### src/rtl/alu_pkg.sv
// Shared types for the iterative ALU: opcodes, flag bit positions, FSM states.
package alu_pkg;

    typedef enum logic [3:0] {
        OP_ADD = 4'd0,
        OP_ADC = 4'd1,
        OP_SUB = 4'd2,
        OP_SBC = 4'd3,
        OP_AND = 4'd4,
        OP_OR  = 4'd5,
        OP_XOR = 4'd6,
        OP_NOT = 4'd7,
        OP_SHL = 4'd8,
        OP_SHR = 4'd9,
        OP_ASR = 4'd10,
        OP_MUL = 4'd11
    } op_t;

    localparam int F_C = 0;
    localparam int F_Z = 1;
    localparam int F_P = 2;
    localparam int F_N = 3;
    localparam int F_V = 4;

    typedef enum logic [1:0] {
        IDLE = 2'd0,
        EXEC = 2'd1,
        DONE = 2'd2
    } state_t;

endpackage

### src/rtl/alu_iter_unit.sv
// Multi-cycle engine: one shift step or one shift-add MUL step per cycle.
// o_lo/o_hi/o_c are the values after the current step; o_last marks the final step.
module alu_iter_unit
    import alu_pkg::*;
#(
    parameter int WIDTH = 8
) (
    input  logic             clk,
    input  logic             rst_n,
    input  logic             i_start,
    input  logic [3:0]       i_op,
    input  logic [WIDTH-1:0] i_a,
    input  logic [WIDTH-1:0] i_b,
    output logic             o_last,
    output logic [WIDTH-1:0] o_lo,
    output logic [WIDTH-1:0] o_hi,
    output logic             o_c
);

    localparam int CW = $clog2(WIDTH) + 1;
    localparam logic [WIDTH-1:0] B_MAX = WIDTH'(WIDTH);

    op_t             r_op;
    logic [CW-1:0]   r_cnt;
    logic [WIDTH-1:0] r_lo;
    logic [WIDTH-1:0] r_hi;
    logic [WIDTH-1:0] r_mcand;
    logic            r_c;
    logic [WIDTH:0]  w_sum;
    logic [CW-1:0]   w_cnt0;

    // Shift amounts of WIDTH or more saturate at WIDTH steps.
    always_comb begin
        if (op_t'(i_op) == OP_MUL || i_b >= B_MAX)
            w_cnt0 = CW'(WIDTH);
        else
            w_cnt0 = i_b[CW-1:0];
    end

    always_comb begin
        w_sum = {1'b0, r_hi} + (r_lo[0] ? {1'b0, r_mcand} : '0);
        o_lo  = r_lo;
        o_hi  = r_hi;
        o_c   = r_c;
        case (r_op)
            OP_SHL: begin
                o_lo = {r_lo[WIDTH-2:0], 1'b0};
                o_c  = r_lo[WIDTH-1];
            end
            OP_SHR: begin
                o_lo = {1'b0, r_lo[WIDTH-1:1]};
                o_c  = r_lo[0];
            end
            OP_ASR: begin
                o_lo = {r_lo[WIDTH-1], r_lo[WIDTH-1:1]};
                o_c  = r_lo[0];
            end
            OP_MUL: begin
                // {hi,lo} shifts right; the multiplier drains out of lo as product bits fill in.
                o_hi = w_sum[WIDTH:1];
                o_lo = {w_sum[0], r_lo[WIDTH-1:1]};
            end
            default: ;
        endcase
    end

    assign o_last = (r_cnt == CW'(1));

    always_ff @(posedge clk or negedge rst_n) begin
        if (!rst_n) begin
            r_op    <= OP_ADD;
            r_cnt   <= '0;
            r_lo    <= '0;
            r_hi    <= '0;
            r_mcand <= '0;
            r_c     <= 1'b0;
        end else if (i_start) begin
            r_op    <= op_t'(i_op);
            r_cnt   <= w_cnt0;
            r_lo    <= i_a;
            r_hi    <= '0;
            r_mcand <= i_b;
            r_c     <= 1'b0;
        end else if (r_cnt != '0) begin
            r_cnt <= r_cnt - CW'(1);
            r_lo  <= o_lo;
            r_hi  <= o_hi;
            r_c   <= o_c;
        end
    end

endmodule

### src/rtl/alu_iter.sv
// Iterative ALU with valid/ready handshake and a persistent flag register.
// Single-cycle ops resolve at acceptance; shifts and MUL are handed to alu_iter_unit.
module alu_iter
    import alu_pkg::*;
#(
    parameter int WIDTH = 8
) (
    input  logic             clk,
    input  logic             rst_n,
    input  logic             in_valid,
    output logic             in_ready,
    input  logic [WIDTH-1:0] a,
    input  logic [WIDTH-1:0] b,
    input  logic [3:0]       op,
    output logic             out_valid,
    input  logic             out_ready,
    output logic [WIDTH-1:0] d,
    output logic [WIDTH-1:0] dh,
    output logic [7:0]       fo
);

    state_t           r_state, w_nxt;
    op_t              r_op, w_op;
    logic [WIDTH-1:0] r_d, r_dh;
    logic [7:0]       r_fo;
    logic             r_vld;

    logic [WIDTH:0]   w_sum, w_cin;
    logic [WIDTH-1:0] w_res;
    logic             w_c, w_v, w_upd, w_iter;
    logic             w_acc, w_start, w_load, w_fin;
    logic             w_ulast, w_uc;
    logic [WIDTH-1:0] w_ulo, w_uhi;

    assign w_op = op_t'(op);

    function automatic logic [7:0] flags(input logic [WIDTH-1:0] r, input logic c, input logic v);
        logic [7:0] f;
        f      = '0;
        f[F_C] = c;
        f[F_Z] = (r == '0);
        f[F_N] = r[WIDTH-1];
        f[F_P] = (r != '0) && !r[WIDTH-1];
        f[F_V] = v;
        return f;
    endfunction

    always_comb begin
        w_cin    = '0;
        w_cin[0] = r_fo[F_C] && (w_op == OP_ADC || w_op == OP_SBC);
        w_sum    = '0;
        w_res    = '0;
        w_c      = r_fo[F_C];
        w_v      = 1'b0;
        w_upd    = 1'b1;
        w_iter   = 1'b0;
        case (w_op)
            OP_ADD, OP_ADC: begin
                w_sum = {1'b0, a} + {1'b0, b} + w_cin;
                w_res = w_sum[WIDTH-1:0];
                w_c   = w_sum[WIDTH];
                w_v   = (a[WIDTH-1] == b[WIDTH-1]) && (w_res[WIDTH-1] != a[WIDTH-1]);
            end
            OP_SUB, OP_SBC: begin
                // Bit WIDTH of the wrapped difference is the borrow.
                w_sum = {1'b0, a} - {1'b0, b} - w_cin;
                w_res = w_sum[WIDTH-1:0];
                w_c   = w_sum[WIDTH];
                w_v   = (a[WIDTH-1] != b[WIDTH-1]) && (w_res[WIDTH-1] != a[WIDTH-1]);
            end
            OP_AND: w_res = a & b;
            OP_OR:  w_res = a | b;
            OP_XOR: w_res = a ^ b;
            OP_NOT: w_res = ~a;
            OP_SHL, OP_SHR, OP_ASR: begin
                w_res  = a;
                w_iter = (b != '0);
            end
            OP_MUL: w_iter = 1'b1;
            default: w_upd = 1'b0;
        endcase
    end

    alu_iter_unit #(.WIDTH(WIDTH)) u_unit (
        .clk     (clk),
        .rst_n   (rst_n),
        .i_start (w_start),
        .i_op    (op),
        .i_a     (a),
        .i_b     (b),
        .o_last  (w_ulast),
        .o_lo    (w_ulo),
        .o_hi    (w_uhi),
        .o_c     (w_uc)
    );

    always_comb begin
        w_nxt    = r_state;
        w_start  = 1'b0;
        w_load   = 1'b0;
        w_fin    = 1'b0;
        in_ready = (r_state == IDLE) || (r_state == DONE && out_ready);
        w_acc    = in_valid && in_ready;
        if (w_acc) begin
            if (w_iter) begin
                w_nxt   = EXEC;
                w_start = 1'b1;
            end else begin
                w_nxt  = DONE;
                w_load = 1'b1;
            end
        end else begin
            case (r_state)
                EXEC: if (w_ulast) begin
                    w_nxt = DONE;
                    w_fin = 1'b1;
                end
                DONE: if (out_ready) w_nxt = IDLE;
                default: ;
            endcase
        end
    end

    always_ff @(posedge clk or negedge rst_n) begin
        if (!rst_n) begin
            r_state <= IDLE;
            r_op    <= OP_ADD;
            r_d     <= '0;
            r_dh    <= '0;
            r_fo    <= '0;
            r_vld   <= 1'b0;
        end else begin
            r_state <= w_nxt;
            r_vld   <= (w_nxt == DONE);
            if (w_start) r_op <= w_op;
            if (w_load) begin
                r_d  <= w_res;
                r_dh <= '0;
                if (w_upd) r_fo <= flags(w_res, w_c, w_v);
            end
            if (w_fin) begin
                r_d <= w_ulo;
                if (r_op == OP_MUL) begin
                    r_dh <= w_uhi;
                    r_fo <= flags(w_ulo, 1'b0, w_uhi != '0);
                end else begin
                    r_dh <= '0;
                    r_fo <= flags(w_ulo, w_uc, 1'b0);
                end
            end
        end
    end

    assign d         = r_d;
    assign dh        = r_dh;
    assign fo        = r_fo;
    assign out_valid = r_vld;

endmodule

### config.mk
export PLATFORM = sky130hd
export DESIGN_NAME = alu_iter
export DESIGN_NICKNAME = d
export VERILOG_FILES = /design/src/rtl/alu_pkg.sv /design/src/rtl/alu_iter_unit.sv /design/src/rtl/alu_iter.sv
export SDC_FILE = /design/constraint.sdc
export NUM_CORES = 1
export LEC_CHECK = 0
export ABC_AREA = 1
export CAP_MARGIN = 20
export CORE_MARGIN = 2
export CORE_UTILIZATION = 45
export CTS_CLUSTER_SIZE = 28
export DETAILED_ROUTE_END_ITERATION = 7
export PLACE_DENSITY_LB_ADDON = 0.2
export SKIP_CTS_REPAIR_TIMING = 1
export SLEW_MARGIN = 5
export SYNTH_ARGS = -nofsm -noshare
export SYNTH_HDL_FRONTEND = slang
export SYNTH_HIERARCHICAL = 1
export SYNTH_SLANG_ARGS = --single-unit
### constraint.sdc
create_clock -name clk -period 2.3 [get_ports clk]
set_input_delay 0.23 -clock clk [delete_from_list [all_inputs] [get_ports clk]]
set_output_delay 0.23 -clock clk [all_outputs]
set_load 0.03 [all_outputs]
# [Word level (Yosys, flattened, before mapping)]
# Index checks and enable logic that the tools add are counted.
[classes] add_sub_neg=6 mul=0 div=0 order_cmp=1 eq_ne=23 shift=0 n_mux=39 bitwise=4 reduce_logical=32
[ops] operator="$mux W8" count=14
[ops] operator="$pmux W8 S7" count=1
[ops] operator="$eq A4 B4 Y1 const B" count=8
[ops] operator="$pmux W8 S4" count=1
[ops] operator="$reduce_bool A8 Y1" count=4
[ops] operator="$eq A4 B3 Y1 const B" count=4
[ops] operator="$logic_not A8 Y1" count=2
[ops] operator="$mux W4" count=3
[ops] operator="$reduce_or A12 Y1" count=1
[ops] operator="$mux W1" count=10
[ops] operator="$add A8 B8 Y9" count=1
[ops] operator="$add A8 B9 Y9" count=1
[ops] operator="$add A9 B1 Y9" count=1
[ops] operator="$sub A8 B8 Y9" count=1
[ops] operator="$sub A9 B1 Y9" count=1
[ops] operator="$and A8 B8 Y8" count=1
[ops] operator="$eq A4 B1 Y1 const B" count=2
[ops] operator="$eq A4 B2 Y1 const B" count=2
[ops] operator="$ge A8 B4 Y1 const B" count=1
[ops] operator="$mux W2" count=4
[ops] operator="$not A8 Y8" count=1
[ops] operator="$or A8 B8 Y8" count=1
[ops] operator="$pmux W1 S2" count=4
[ops] operator="$xor A8 B8 Y8" count=1
[ops] operator="19 further kinds" count=35
[word_totals] regBits=60 latch_bits=0 mem_bits_rw=0 mem_bits_ro=0 inputBits=24 out_inout_bits=26 elab_cells=117 n_memories=0

# [Longest topological paths before layout]
[logic_depth] word_depth=10 ltp_mapped=21

# [By module]
# The synthesis kept the hierarchy.
[modules_own_cells] mod="alu_iter" instances=1 cells_each=464 area_each_um2=3010.4 seq_area_each_um2=700.7
[modules_own_cells] mod="alu_iter_unit" instances=1 cells_each=298 area_each_um2=2157.1 seq_area_each_um2=825.8

# [Worst setup path before layout]
# OpenSTA, ideal clock, no wires.
[synth_timing] path_type="reg-to-reg" from="reg r_fo[0], in the netlist fo[0]" to="reg r_fo[2], in the netlist fo[2]" setup_time_ns=0.120 arrival_time_ns=2.445 required_time_ns=2.180 path_slack_ns=-0.265 path_stages_with_launch=13 path_buffers=0 synth_period_minus_slack_ns=2.565 cell_sequence="dfrtp_1 nand3_1 fa_1 fa_1 nor2_1 o21ai_0 or2_2 nand3_1 nand3_1 nor2_1 nand3_1 nand2_1 a21oi_2"
[synth_between] elab_chain_len=8 word_cells_on_any_way=10 classes_between="add/sub: 2; mux: 4; reduce/logical: 4"
[synth_rtl] element="from (decl)" line="alu_iter.sv:25" source="logic [7:0] r_fo;"
[synth_rtl] element="from (signal assigned)" line="alu_iter.sv:139" source="if (w_upd) r_fo <= flags(w_res, w_c, w_v);"
[synth_rtl] element="from (signal assigned)" line="alu_iter.sv:145" source="r_fo <= flags(w_ulo, 1'b0, w_uhi != '0);"
[synth_rtl] element="from (signal assigned)" line="alu_iter.sv:148" source="r_fo <= flags(w_ulo, w_uc, 1'b0);"
[synth_rtl] element="$logic_and A1 B1 Y1 *" line="alu_iter.sv:50" source="w_cin[0] = r_fo[F_C] && (w_op == OP_ADC || w_op == OP_SBC);"
[synth_rtl] element="$sub A9 B1 Y9 or $add A9 B1 Y9 (tied branches)" line="alu_iter.sv:66, alu_iter.sv:59"
[synth_rtl] element="$pmux W8 S7 *" line="alu_iter.sv:57" source="case (w_op)"
[synth_rtl] element="$reduce_bool A8 Y1 or $logic_not A1 Y1 (tied branches)" line="alu_iter.sv:43" source="f[F_P] = (r != '0) && !r[WIDTH-1];"
[synth_rtl] element="$logic_and A1 B1 Y1 *" line="alu_iter.sv:43"
[synth_rtl] element="$mux W8 *" line="alu_iter.sv:139"
[synth_rtl] element="$mux W8 *" line="alu_iter.sv:136" source="if (w_load) begin"
[synth_rtl] element="$mux W8 *" line="alu_iter.sv:141" source="if (w_fin) begin"
# Mark *: on every way between the ends. The rest lies on a longest branch, timed or not. The select of a mux whose other input is x is not followed.
# A chain may end at the register's enable or synchronous reset.

# [Worst setup path after layout]
# Same ends and word-level chain as after synthesis.

==> results.json <==
{
  "worstReg2RegEnd": "fo[2]",
  "powerDensity_nw_per_um2": 944,
  "grt-ovfl-total": 0,
  "coreArea_sq_um": 11300,
  "synth_seq_cells": 61,
  "path_cells": "nand3_4, inv_2, fa_2, inv_2, ha_4, inv_2, nand2_2, nand2_2, nand2_2, nand2_4, nand3_4, nand3_2, nand3_4, nor2_2, nand3_2, nand2_2, a21oi_2",
  "relSlewSlack_pct": 47.5,
  "pin_count": 50,
  "setup.worst_path.end": "fo[2]",
  "slowest_stage": "fa_2",
  "critPathKind": "register to register",
  "gp_congestion": 0.951,
  "setup_violations": 7,
  "dr.pass1.iters": 5,
  "setup.worst_path.start": "fo[0]",
  "port_buffers": 46,
  "start_kind": "register",
  "nets": 966,
  "synth_ff_type": "dfrtp_1",
  "grt_setup_unrepaired": "yes",
  "drc": 0,
  "synthesis.area_sq_um": 5170,
  "place_area_sq_um": 6370,
  "htreeDepth": 3,
  "ys_top_cells_by_count": "nand2_1 (237), inv_1 (133), nand3_1 (74)",
  "die_area_sq_um": 12400,
  "synth_edf_count": 0,
  "synthArstFlopShare_pct": 100,
  "violations": "setup timing",
  "endpoint_kind": "register",
  "clock_path_buffers": 2,
  "cts.clk_slew.worst_paths_ps": 50,
  "timing.final.ws_setup_ps": -117,
  "synth_cells": 762,
  "grt_pass1_vias": 5371,
  "ys_warn_count": 6,
  "synth_cell_types": 47,
  "detail_route.iter0.violations": 328,
  "antenna_found_initial": 0,
  "final.setup_skew_ps": 7.23,
  "clkLatencyLatePin_ps": 340,
  "vias_per_cell": 5.28,
  "critPathArrivalTime_ps": 2630,
  "dpl.hpwl_um": 12700,
  "syn2layout_area_growth_pct": 36.5,
  "track_usage_pct": 25.9,
  "hold_path.class": "input port to register",
  "fin_area_sq_um": 7060,
  "period_needed_ps": 2420,
  "cts.sinks": 61,
  "cts_tree": "done",
  "drive_gt1_share_pct": 22.9,
  "synth_top_area_share_pct": 29.5,
  "routedWlPerCell_um": 15.7,
  "r2r_slack_ps": -120,
  "rows": 39,
  "die_h_um": 111,
  "final_hold_viol_count": 0,
  "vias": 5501,
  "routed_wl_um": 16300,
  "fmax_ghz": 0.414,
  "worstReg2RegStart": "fo[0]",
  "status": "finished, violations left",
  "cp_common_cell": "nand2_2",
  "finalSetupTns_ps": -454,
  "grt_pass1_wl_um": 25800,
  "numCtsBuffers": 9,
  "crit_fanout": 3,
  "worstRegToRegCells": 17,
  "ir_drop_uv": 549,
  "slew_violations": 0,
  "synth_area_leaders": "dfrtp_1 (30%), nand2_1 (17%), ha_1 (11%)",
  "slowest_delay_ps": 580,
  "antenna_cells": 0,
  "cts-root-buf": "clkbuf_16",
  "grt_max_degree": 34,
  "drv_cap": 0,
  "finalCritPeriodShare_pct": 105,
  "crit_required_ps": 2520,
  "holdWs_ps": 288,
  "avgSynthCellArea_sq_um": 6.78,
  "seq_area_frac_synth_pct": 29.5,
  "drt.antenna.violating_nets": 0,
  "start_util_pct": 45.6,
  "die_width_um": 111,
  "yosysMostFrequentCell": "nand2_1",
  "p_leak_uw": 0.00374,
  "yosysTopAreaCell": "dfrtp_1",
  "worst_pin_slew_ps": 780
}
worst max-delay path: cells and delay by family, from the launching register on:
kind | cells | cell delay, ps
buffers and inverters | 3 | 140
AND/OR/NAND/NOR | 11 | 960
adder cells (fa/ha/maj) | 2 | 730
flip-flops | 1 | 430
AO/OA/AOI/OAI | 1 | 50
layout make-up:
type | count | area [sq um]
clock buffers | 9 | 225
clock inverters | 7 | 42.5
fillers | 1025 | 4270
inverters | 141 | 532
multi-input cells | 546 | 3410
flip-flops and latches | 61 | 1530
well taps | 143 | 179
repair buffers | 134 | 1140
where the power goes:
part           internal (uW)  switching, uW  leakage (uW)  total (uW)
logic                   1500           2120       0.00284        3630
clock network            719            493      0.000127        1210
registers               1490            327      0.000775        1820
logic make-up after synthesis:
kind of cell,after synthesis,synth area share [%]
adders and majority gates,49,12.6
and+or+nand+nor,403,33.9
xor gates and xnor gates,4,0.678
buffers and inverters,157,12.3
DFF,61,29.5
AOI/OAI and AO/OA,87,10.9
other,1,0.0726
layout by cell type (no fill, tap or decap), drive strengths merged, types with 4 or more instances in the layout:
master,netlist,layout
nand2,242,242
inv,140,140
buf,12,88
nand3,75,75
dfrtp,61,61
nor2,49,49
ha,44,44
clkdlybuf4s50,0,42
o21ai,35,35
a21oi,18,18
nand4,10,10
o221ai,10,10
clkbuf,4,9
a32o,8,8
nor4,6,6
or2,6,6
and2,6,6
fa,5,5
o21bai,5,5
o211ai,5,5
clkinv,1,5
nor3,4,4
registers in the layout, indices dropped and copies added, names as in the netlist:
| name | count |
|---|---|
| r_op | 4 |
| u_unit/r_op | 4 |
| out_valid | 1 |
| d | 8 |
| r_state | 2 |
| u_unit/r_mcand | 8 |
| u_unit/r_lo | 8 |
| dh | 8 |
| u_unit/r_c | 1 |
| u_unit/r_cnt | 4 |
| fo | 5 |
| u_unit/r_hi | 8 |
per-layer routing:
metal  GRT usage, %  routed length, um
met5              0                  0
met3           3.77                695
met4           10.5                677
met1           31.3               6800
met2           46.1               8180
worst min path at each step:
stage	cells after the start	from	end
6_report	4	op[3]	u_unit/r_op[3]
2_1_floorplan	0	rst_n	d[0]
5_1_grt	4	op[3]	u_unit/r_op[3]
4_1_cts	1	rst_n	u_unit/r_cnt[2]
3_3_place_gp	1	rst_n	u_unit/r_cnt[2]
3_5_place_dp	1	rst_n	u_unit/r_cnt[0]
per-stage QoR:
step | utilization, % | power (uW) | std cells | setup slack [ps]
CTS | 58.6 | 6360 | 1037 | -328
detailed placement | 56.3 | 5100 | 1021 | -677
finish | 62.3 | 6660 | 1041 | -117
floorplan | - | 3840 | 764 | -88.9
global placement | 56.3 | 4990 | 1021 | -609
global route | 62.3 | 7140 | 1041 | -239
Note: power is estimated with default switching activity, not from simulation.
